--- config.mk ---
export PLATFORM = sky130hd
export DESIGN_NAME = pipe_hazard_ctrl_flat
export DESIGN_NICKNAME = d
export VERILOG_FILES = /design/src/rtl/pipe_hazard_ctrl_pkg.sv /design/src/rtl/pipe_hazard_ctrl_if.sv /design/src/rtl/pipe_hazard_ctrl_sat_counter.sv /design/src/rtl/pipe_hazard_ctrl.sv /design/src/flat_wrapper.sv
export SDC_FILE = /design/constraint.sdc
export NUM_CORES = 1
export LEC_CHECK = 0
export CAP_MARGIN = 20
export CORE_MARGIN = 2
export CORE_UTILIZATION = 45
export DETAILED_ROUTE_END_ITERATION = 8
export PLACE_DENSITY = 0.76
export SETUP_SLACK_MARGIN = 0.2
export SYNTH_ARGS = -nofsm -noshare
export SYNTH_HDL_FRONTEND = slang
export SYNTH_SLANG_ARGS = --single-unit
--- constraint.sdc ---
create_clock -name clk -period 4.85 [get_ports clk]
set_input_delay 0.485 -clock clk [delete_from_list [all_inputs] [get_ports clk]]
set_output_delay 0.485 -clock clk [all_outputs]
set_load 0.05 [all_outputs]
--- src/rtl/pipe_hazard_ctrl_pkg.sv ---
// ---------------------------------------------------------------------------
// hazard_pkg
// Definitions shared by the pipeline hazard controller and its users:
//   - state_e           : sequencer state encoding (RUN / MEM_WAIT / ERROR)
//   - MEMWB_BUBBLE_CTRL : control word loaded into MEM/WB when mem_wb_bubble=1
//   - REG_ZERO          : index of the hard-wired $zero register
// ---------------------------------------------------------------------------
package hazard_pkg;

  typedef enum logic [1:0] {
    RUN      = 2'd0,
    MEM_WAIT = 2'd1,
    ERROR    = 2'd2
  } state_e;

  localparam logic [2:0] MEMWB_BUBBLE_CTRL = 3'b001;
  localparam logic [4:0] REG_ZERO          = 5'd0;

endpackage

--- src/rtl/pipe_hazard_ctrl_if.sv ---
// ---------------------------------------------------------------------------
// pipe_hazard_ctrl_if
// Bundles the signals between the 5-stage pipeline datapath and the hazard
// controller.
//   Datapath -> controller : id_rs, id_rt, ex_memread, ex_rt, branch_taken,
//                            mem_req, mem_ready
//   Controller -> datapath : pc_en, if_id_en, if_id_flush, id_ex_en,
//                            id_ex_flush, ex_mem_en, mem_wb_bubble, mem_err,
//                            stall_cnt, flush_cnt
// master = datapath side, slave = controller side.
// ---------------------------------------------------------------------------
interface pipe_hazard_ctrl_if #(
  parameter int CNT_W = 16
);

  logic [4:0]       id_rs;
  logic [4:0]       id_rt;
  logic             ex_memread;
  logic [4:0]       ex_rt;
  logic             branch_taken;
  logic             mem_req;
  logic             mem_ready;

  logic             pc_en;
  logic             if_id_en;
  logic             if_id_flush;
  logic             id_ex_en;
  logic             id_ex_flush;
  logic             ex_mem_en;
  logic             mem_wb_bubble;
  logic             mem_err;
  logic [CNT_W-1:0] stall_cnt;
  logic [CNT_W-1:0] flush_cnt;

  modport master (
    output id_rs, id_rt, ex_memread, ex_rt, branch_taken, mem_req, mem_ready,
    input  pc_en, if_id_en, if_id_flush, id_ex_en, id_ex_flush, ex_mem_en,
           mem_wb_bubble, mem_err, stall_cnt, flush_cnt
  );

  modport slave (
    input  id_rs, id_rt, ex_memread, ex_rt, branch_taken, mem_req, mem_ready,
    output pc_en, if_id_en, if_id_flush, id_ex_en, id_ex_flush, ex_mem_en,
           mem_wb_bubble, mem_err, stall_cnt, flush_cnt
  );

endinterface

--- src/rtl/pipe_hazard_ctrl_sat_counter.sv ---
// ---------------------------------------------------------------------------
// sat_counter
// CNT_W-bit up counter that sticks at all-ones instead of wrapping.
// Ports:
//   clk    : clock, counts on posedge
//   clr_i  : asynchronous active-high clear
//   inc_i  : count enable for this cycle
//   cnt_o  : current count
// ---------------------------------------------------------------------------
module sat_counter #(
  parameter int CNT_W = 16
) (
  input  logic             clk,
  input  logic             clr_i,
  input  logic             inc_i,
  output logic [CNT_W-1:0] cnt_o
);

  logic [CNT_W-1:0] cnt_q;

  always_ff @(posedge clk or posedge clr_i) begin
    if (clr_i) begin
      cnt_q <= '0;
    end else if (inc_i && (cnt_q != {CNT_W{1'b1}})) begin
      cnt_q <= cnt_q + 1'b1;
    end
  end

  assign cnt_o = cnt_q;

endmodule

--- src/rtl/pipe_hazard_ctrl.sv ---
// ---------------------------------------------------------------------------
// pipe_hazard_ctrl
// Stall/flush sequencer for the 5-stage MIPS pipeline. Produces the per-stage
// load enables and flush strobes for PC, IF/ID, ID/EX, EX/MEM and MEM/WB.
// Events handled, highest priority first:
//   ERROR (memory timeout) > memory stall > taken branch > load-use > normal
// Ports:
//   clk   : pipeline clock
//   reset : asynchronous active-high reset
//   bus   : pipe_hazard_ctrl_if slave modport (hazard inputs, stage strobes,
//           sticky mem_err, saturating stall/flush counters)
// Strobes are combinational from state and inputs; state, wait counter,
// mem_err and performance counters update on posedge clk.
// ---------------------------------------------------------------------------
module pipe_hazard_ctrl
  import hazard_pkg::*;
#(
  parameter int MEM_TIMEOUT = 16,
  parameter int CNT_W       = 16
) (
  input  logic               clk,
  input  logic               reset,
  pipe_hazard_ctrl_if.slave  bus
);

  // Wide enough to hold MEM_TIMEOUT itself.
  localparam int WAIT_W = $clog2(MEM_TIMEOUT + 1);

  state_e             state_q, state_d;
  logic [WAIT_W-1:0]  wait_q,  wait_d;
  logic               err_q,   err_d;

  logic mstall;
  logic load_use;
  logic branch_fire;

  logic pc_en;
  logic if_id_en;
  logic if_id_flush;
  logic id_ex_en;
  logic id_ex_flush;
  logic ex_mem_en;
  logic mem_wb_bubble;

  // Memory stall: a new un-ready access in RUN, or any un-ready cycle while
  // already waiting. The releasing cycle (mem_ready=1) is never stalled.
  assign mstall = ((state_q == RUN)      &&  bus.mem_req && !bus.mem_ready) ||
                  ((state_q == MEM_WAIT) && !bus.mem_ready);

  // Writes to $zero are discarded, so a load to r0 cannot cause a hazard.
  assign load_use = bus.ex_memread && (bus.ex_rt != REG_ZERO) &&
                    ((bus.ex_rt == bus.id_rs) || (bus.ex_rt == bus.id_rt));

  // Strobe generation
  always_comb begin
    pc_en         = 1'b1;
    if_id_en      = 1'b1;
    if_id_flush   = 1'b0;
    id_ex_en      = 1'b1;
    id_ex_flush   = 1'b0;
    ex_mem_en     = 1'b1;
    mem_wb_bubble = 1'b0;
    branch_fire   = 1'b0;

    if (reset || (state_q == ERROR) || mstall) begin
      // Freeze everything up to MEM; MEM/WB takes a bubble so the stalled
      // access is not written back twice.
      pc_en         = 1'b0;
      if_id_en      = 1'b0;
      id_ex_en      = 1'b0;
      ex_mem_en     = 1'b0;
      mem_wb_bubble = 1'b1;
    end else if (bus.branch_taken) begin
      // Squash the two younger instructions; the ID one is gone, so any
      // load-use it would have raised is moot.
      if_id_flush = 1'b1;
      id_ex_flush = 1'b1;
      branch_fire = 1'b1;
    end else if (load_use) begin
      // Hold IF/ID and PC for one cycle and slip a bubble into EX.
      pc_en       = 1'b0;
      if_id_en    = 1'b0;
      id_ex_flush = 1'b1;
    end
  end

  // Sequencer next state
  always_comb begin
    state_d = state_q;
    wait_d  = wait_q;
    err_d   = err_q;

    case (state_q)
      RUN: begin
        if (mstall) begin
          state_d = MEM_WAIT;
          wait_d  = WAIT_W'(1);
        end
      end
      MEM_WAIT: begin
        if (bus.mem_ready) begin
          state_d = RUN;
        end else if (wait_q == WAIT_W'(MEM_TIMEOUT)) begin
          state_d = ERROR;
          err_d   = 1'b1;
        end else begin
          wait_d = wait_q + 1'b1;
        end
      end
      ERROR: begin
        state_d = ERROR;
      end
      default: begin
        // Unreachable encoding: fail safe into the locked error state.
        state_d = ERROR;
        err_d   = 1'b1;
      end
    endcase
  end

  always_ff @(posedge clk or posedge reset) begin
    if (reset) begin
      state_q <= RUN;
      wait_q  <= '0;
      err_q   <= 1'b0;
    end else begin
      state_q <= state_d;
      wait_q  <= wait_d;
      err_q   <= err_d;
    end
  end

  sat_counter #(.CNT_W(CNT_W)) u_stall_cnt (
    .clk   (clk),
    .clr_i (reset),
    .inc_i (!pc_en),
    .cnt_o (bus.stall_cnt)
  );

  sat_counter #(.CNT_W(CNT_W)) u_flush_cnt (
    .clk   (clk),
    .clr_i (reset),
    .inc_i (branch_fire),
    .cnt_o (bus.flush_cnt)
  );

  assign bus.pc_en         = pc_en;
  assign bus.if_id_en      = if_id_en;
  assign bus.if_id_flush   = if_id_flush;
  assign bus.id_ex_en      = id_ex_en;
  assign bus.id_ex_flush   = id_ex_flush;
  assign bus.ex_mem_en     = ex_mem_en;
  assign bus.mem_wb_bubble = mem_wb_bubble;
  assign bus.mem_err       = err_q;

endmodule
--- src/flat_wrapper.sv ---
// flat-port wrapper written by rule: the top's interface ports become plain ports
module pipe_hazard_ctrl_flat import hazard_pkg::*;
#(
  parameter int MEM_TIMEOUT = 16,
  parameter int CNT_W       = 16
)
  (clk, reset, bus_id_rs, bus_id_rt, bus_ex_memread, bus_ex_rt, bus_branch_taken, bus_mem_req, bus_mem_ready, bus_pc_en, bus_if_id_en, bus_if_id_flush, bus_id_ex_en, bus_id_ex_flush, bus_ex_mem_en, bus_mem_wb_bubble, bus_mem_err, bus_stall_cnt, bus_flush_cnt);
  pipe_hazard_ctrl_if #(.CNT_W(CNT_W)) bus_i ();
  input  logic clk;
  input  logic reset;
  input wire logic [$bits(bus_i.id_rs)-1:0] bus_id_rs;
  input wire logic [$bits(bus_i.id_rt)-1:0] bus_id_rt;
  input wire logic [$bits(bus_i.ex_memread)-1:0] bus_ex_memread;
  input wire logic [$bits(bus_i.ex_rt)-1:0] bus_ex_rt;
  input wire logic [$bits(bus_i.branch_taken)-1:0] bus_branch_taken;
  input wire logic [$bits(bus_i.mem_req)-1:0] bus_mem_req;
  input wire logic [$bits(bus_i.mem_ready)-1:0] bus_mem_ready;
  output wire logic [$bits(bus_i.pc_en)-1:0] bus_pc_en;
  output wire logic [$bits(bus_i.if_id_en)-1:0] bus_if_id_en;
  output wire logic [$bits(bus_i.if_id_flush)-1:0] bus_if_id_flush;
  output wire logic [$bits(bus_i.id_ex_en)-1:0] bus_id_ex_en;
  output wire logic [$bits(bus_i.id_ex_flush)-1:0] bus_id_ex_flush;
  output wire logic [$bits(bus_i.ex_mem_en)-1:0] bus_ex_mem_en;
  output wire logic [$bits(bus_i.mem_wb_bubble)-1:0] bus_mem_wb_bubble;
  output wire logic [$bits(bus_i.mem_err)-1:0] bus_mem_err;
  output wire logic [$bits(bus_i.stall_cnt)-1:0] bus_stall_cnt;
  output wire logic [$bits(bus_i.flush_cnt)-1:0] bus_flush_cnt;
  assign bus_i.id_rs = bus_id_rs;
  assign bus_i.id_rt = bus_id_rt;
  assign bus_i.ex_memread = bus_ex_memread;
  assign bus_i.ex_rt = bus_ex_rt;
  assign bus_i.branch_taken = bus_branch_taken;
  assign bus_i.mem_req = bus_mem_req;
  assign bus_i.mem_ready = bus_mem_ready;
  assign bus_pc_en = bus_i.pc_en;
  assign bus_if_id_en = bus_i.if_id_en;
  assign bus_if_id_flush = bus_i.if_id_flush;
  assign bus_id_ex_en = bus_i.id_ex_en;
  assign bus_id_ex_flush = bus_i.id_ex_flush;
  assign bus_ex_mem_en = bus_i.ex_mem_en;
  assign bus_mem_wb_bubble = bus_i.mem_wb_bubble;
  assign bus_mem_err = bus_i.mem_err;
  assign bus_stall_cnt = bus_i.stall_cnt;
  assign bus_flush_cnt = bus_i.flush_cnt;
  pipe_hazard_ctrl #(.MEM_TIMEOUT(MEM_TIMEOUT), .CNT_W(CNT_W)) u_core (.clk(clk), .reset(reset), .bus(bus_i));
endmodule
==> results.json, run 1 <==
{
  "critPathLaunch": "bus_ex_rt[0]",
  "yosys_warnings": 0,
  "worstPathMaxFanout": 16,
  "r2r_start": "u_core.u_stall_cnt.cnt_o[6]$_DFFE_PP0P_",
  "dr.pass1.iters": 4,
  "cts_resized": 0,
  "dpl.hpwl_um": 3400,
  "fin_hold_ws_ns": 0.477,
  "finalSetupTns_ns": 0,
  "syn_inst": 205,
  "drv_cap": 0,
  "vias": 1713,
  "worst_path_most_repeated_cell": "clkdlybuf4s50_1",
  "grt_use_total_pct": 18.2,
  "numClockSinks": 40,
  "core-area_um2": 4690,
  "rsz0062_at_grt": "no",
  "synthMostInstantiatedCell": "dfrtp_1",
  "drtIter0Drc": 130,
  "num-fill-cells": 405,
  "yosysSeqAreaShare_pct": 45.8,
  "synth-main-ff-cell": "dfrtp_1",
  "peakVddDrop_uv": 366,
  "cts.path.max_buffers": 2,
  "fin_cells": 324,
  "grt-ovfl-total": 0,
  "wl_per_cell_um": 13.6,
  "die_w_um": 73.7,
  "slowest_delay_ns": 0.80,
  "synth_area_leaders": "dfrtp_1 46%, xnor2_1 8.8%, xor2_1 8.0%",
  "critical-path-slowest-cell": "clkdlybuf4s50_1",
  "crit_end": "bus_if_id_en",
  "tritoncts": "built",
  "synth_edf_count": 0,
  "remaining_drc_errors": 0,
  "arrival_ns": 2.88,
  "fin_util_pct": 62.1,
  "finalClockSkew_ns": 0.0116,
  "leakage_nw": 1.27,
  "hold_viol": 0,
  "syn_to_final_growth_pct": 33.3,
  "insertion_delay_ns": 0.29,
  "status": "finished, final reports clean",
  "ys_ff_latch": 40,
  "synth_top_area_share_pct": 45.8,
  "synth_cell_types": 40,
  "cp-end-kind": "output pin",
  "drtAntennaViolNets": 0,
  "hp-class": "reg2reg",
  "finalPower_mw": 1.12,
  "layout.nets": 294,
  "cts-htree-levels": 2,
  "routed_wl_um": 4390,
  "power.density_nw_per_um2": 384,
  "fp.dieH_um": 73.7,
  "rows": 25,
  "slew_headroom_pct": 65.2,
  "reg2reg_depth": 6,
  "worstPathRequired_ns": 4.37,
  "grt_pass1_wl_um": 7570,
  "slew_viol_final": 0,
  "post-cts-setup-buffers": 0,
  "drive_gt1_share_pct": 10.7,
  "setup_viol_count_final": 0,
  "io_buffers": 60,
  "yosysTopAreaCell": "dfrtp_1",
  "dpl.cell_count": 316,
  "diodes": 0,
  "r2r_slack_ns": 2.74,
  "fin_crit_ns": 3.37,
  "reg2reg_to": "u_core.u_stall_cnt.cnt_o[1]$_DFFE_PP0P_",
  "routabilityCongestion": 0.771,
  "yosys-top-cells-count": "40 x dfrtp_1, 22 x xnor2_1, 20 x xor2_1",
  "synth_nets": 230,
  "fmax_mhz": 297,
  "initial_utilization_pct": 46.6,
  "min_period_over_period_pct": 69.4,
  "syn_avg_cell_area_um2": 10.7,
  "grt_pass1_vias": 1657,
  "syn_area_um2": 2180,
  "via_per_inst": 5.29,
  "async_flop_share_pct": 100,
  "tightest_slew_ns": 0.520,
  "cts_made_buffers": 5,
  "worst-setup-path-type": "in2out",
  "antenna_found_initial": 0,
  "start_kind": "primary input",
  "crit_chain": "clkdlybuf4s50_1 > or4_1 > o21ai_2 > o31ai_4 > buf_4 > inv_1 > clkdlybuf4s50_1",
  "die-area_um2": 5430,
  "grt_max_degree": 42,
  "cts_root_buffer": "clkbuf_8",
  "clk_transition_reported_paths_ns": 0.07,
  "pin_count": 61,
  "holdBufCountCts": 0
}
how the worst min path moves through the flow:
stage               slack, ns  cells after the start                                        to                                     start
detailed placement       0.46                      1            u_core.bus.mem_err$_DFFE_PP0P_            u_core.bus.mem_err$_DFFE_PP0P_
global route             0.51                      1  u_core.u_stall_cnt.cnt_o[11]$_DFFE_PP0P_  u_core.u_stall_cnt.cnt_o[11]$_DFFE_PP0P_
CTS                      0.48                      1            u_core.bus.mem_err$_DFFE_PP0P_            u_core.bus.mem_err$_DFFE_PP0P_
finish                   0.48                      1            u_core.bus.mem_err$_DFFE_PP0P_            u_core.bus.mem_err$_DFFE_PP0P_
global placement         0.46                      1            u_core.bus.mem_err$_DFFE_PP0P_            u_core.bus.mem_err$_DFFE_PP0P_
floorplan                0.50                      2              u_core.wait_q[4]$_DFFE_PP0P_              u_core.wait_q[4]$_DFFE_PP0P_
worst max-delay path, delay by kind of cell:
kind	cells	cell delay (ns)
AOI/OAI and AO/OA	2	0.26
and+or+nand+nor	1	0.57
buffers and inverters	4	1.56
state kept, by name (all words and copies together), names as in the netlist:
| name | flops |
|---|---|
| u_core.bus.mem_err | 1 |
| u_core.state_q | 2 |
| u_core.u_flush_cnt.cnt_o | 16 |
| u_core.u_stall_cnt.cnt_o | 16 |
| u_core.wait_q | 5 |
cell families (layout without fill, tap and decap cells):
kind of cell	after synthesis	after routing	synth area share [%]
flops	40	40	45.8
compound gates	16	16	6.19
xor+xnor	42	42	16.8
buf+inv	16	81	3.84
fa+ha+maj	4	4	2.29
mux	3	3	1.72
simple gates	84	84	23.3
stage by stage:
step	instance area, µm²	setup WS [ns]
floorplan	2180	0.582
global placement	2830	1.51
detailed placement	2830	1.47
global route	2910	1.37
CTS	2910	1.47
finish	2910	1.48
power breakdown:
part	internal, mW	switching [mW]
clock network	0.100	0.117
registers	0.386	0.0704
logic	0.172	0.273
total	0.658	0.460
layer usage:
| layer | routed length (µm) | vias up | track usage (%) |
|---|---|---|---|
| met5 | 0 | - | 0 |
| met2 | 2190 | 32 | 29.2 |
| met4 | 72 | 0 | 6.26 |
| met3 | 131 | 8 | 4.94 |
| li1 | - | 841 | - |
| met1 | 2000 | 832 | 23.7 |
placed cells by master (no fill, tap or decap), drive strengths merged, types with 3 or more instances in the layout:
cell type      netlist  routed
nand2               10      10
inv                 11      11
and4                 4       4
nand4               10      10
clkdlybuf4s50        0      60
nor3                 7       7
nand2b               3       3
and3                12      12
clkinv               0       3
nor2                16      16
xor2                20      20
o21ai                5       5
mux2                 3       3
xnor2               22      22
ha                   4       4
dfrtp               40      40
nand3               17      17
clkbuf               0       5
cell type report:
cell class	instances	area [µm²]	share of cell area, %
multi-input cells	149	1100	37.8
clock inverters	3	18.8	0.644
repair buffers	62	616	21.1
clock buffers	5	68.8	2.36
well taps	54	67.6	2.32
flip-flops and latches	40	1000	34.4
inverters	11	41.3	1.42
No activity file was read; power rests on OpenSTA's default activity.
==> run 2: changes to the inputs <==
clock period = 3.2 ns   (was 4.85 ns; I/O delays follow)
==> results.json, run 2 (synthesis gave the netlist of run 1 again) <==
{
  "grt_max_degree": 41,
  "diodes": 0,
  "cts_made_buffers": 5,
  "final_common_cell": "clkdlybuf4s50_1",
  "fin_hold_ws_ns": 0.474,
  "worstPathMaxFanout": 3,
  "fp.dieH_um": 73.7,
  "core-area_um2": 4690,
  "crit_chain": "clkdlybuf4s50_1 > or4_1 > o21ai_2 > nor2_1 > nor2_1 > nor2_1 > clkdlybuf4s50_1",
  "finalPower_mw": 1.77,
  "clk_transition_reported_paths_ns": 0.07,
  "vias": 1726,
  "grt_pass1_vias": 1641,
  "antenna_found_initial": 0,
  "pin_count": 61,
  "fin_cells": 325,
  "finalClockSkew_ns": 0.00635,
  "fin_ws_ns": 0.443,
  "finalSetupTns_ns": 0,
  "power.density_nw_per_um2": 600,
  "layout.nets": 295,
  "fin_util_pct": 62.8,
  "cts-htree-levels": 2,
  "r2r_slack_ns": 1.09,
  "hold_viol": 0,
  "remaining_drc_errors": 0,
  "peakVddDrop_uv": 606,
  "worst-setup-path-type": "in2out",
  "design_area_um2": 2950,
  "via_per_inst": 5.31,
  "worst_path_most_repeated_cell": "nor2_1",
  "post-cts-setup-buffers": 0,
  "placed_area_um2": 2840,
  "slew_viol_final": 0,
  "cts_root_buffer": "clkbuf_8",
  "insertion_delay_ns": 0.29,
  "syn_to_final_growth_pct": 34.8,
  "tritoncts": "built",
  "grt_busiest_layer": "met2",
  "path_delay_family": "buffers and inverters",
  "die-area_um2": 5430,
  "grt_use_total_pct": 17.7,
  "initial_utilization_pct": 46.6,
  "routed_wl_um": 4480,
  "holdBufCountCts": 0,
  "wl_per_cell_um": 13.8,
  "cp-end-kind": "output pin",
  "arrival_ns": 2.44,
  "status": "finished, final reports clean",
  "use_met3_pct": 3.70,
  "io_buffers": 60,
  "dpl.cell_count": 317,
  "slew_headroom_pct": 64.9,
  "drv_cap": 0,
  "grt_pass1_wl_um": 7420,
  "pre_cts_ws_ns": 0.433,
  "tightest_slew_ns": 0.523,
  "critical-path-slowest-cell": "clkdlybuf4s50_1",
  "drtAntennaViolNets": 0,
  "rows": 25,
  "cts.path.max_buffers": 2,
  "slowest_delay_ns": 0.69,
  "grt-ovfl-total": 0,
  "mostFrequentLayoutCells": "54 x clkdlybuf4s50_1, 40 x dfrtp_1, 22 x xnor2_1",
  "dr.pass1.iters": 5,
  "cts_resized": 0,
  "hp-class": "reg2reg",
  "cp_num_buf_inv": 2,
  "fmax_mhz": 363,
  "drive_gt1_share_pct": 14.0,
  "dpl.hpwl_um": 3380,
  "start_kind": "primary input",
  "die_w_um": 73.7,
  "rsz0062_at_grt": "no",
  "drtIter0Drc": 112,
  "min_period_over_period_pct": 86.2,
  "setup_viol_count_final": 0,
  "worstPathRequired_ns": 2.88,
  "routabilityCongestion": 0.782,
  "fin_crit_ns": 2.76,
  "leakage_nw": 1.28,
  "groute.layer.met1.usage_pct": 23.4,
  "numClockSinks": 40,
  "grtUsageMet2_pct": 28.6
}
run 2: cell type report:
| class | instances | area (µm²) |
|---|---|---|
| clock buffer | 6 | 72.6 |
| clock inverter | 2 | 35.0 |
| fill | 392 | 1750 |
| inverter | 11 | 48.8 |
| multi-input combinational | 149 | 1110 |
| sequential | 40 | 1000 |
| tap | 54 | 67.6 |
| timing repair buffer | 63 | 608 |
run 2: final timing paths:
check | to | depth (start not counted) | startpoint
max | bus_id_ex_flush | 7 | bus_ex_rt[0]
min | u_core.bus.mem_err$_DFFE_PP0P_ | 1 | u_core.bus.mem_err$_DFFE_PP0P_
max reg2reg | u_core.u_stall_cnt.cnt_o[1]$_DFFE_PP0P_ | 6 | u_core.u_stall_cnt.cnt_o[5]$_DFFE_PP0P_
min reg2reg | u_core.bus.mem_err$_DFFE_PP0P_ | 1 | u_core.bus.mem_err$_DFFE_PP0P_
max in group asynchronous | u_core.u_stall_cnt.cnt_o[14]$_DFFE_PP0P_ | 3 | reset
min in group asynchronous | u_core.wait_q[0]$_DFFE_PP0P_ | 3 | reset
run 2: power by group:
group	internal, mW	total (mW)	switching [mW]
combinational	0.261	0.673	0.413
clock	0.231	0.401	0.170
sequential	0.585	0.692	0.107
run 2: layer usage:
metal	vias to the layer above	wire, µm
met2	38	2220
li1	838	-
met3	6	183
met4	0	57
met5	-	0
met1	844	2020
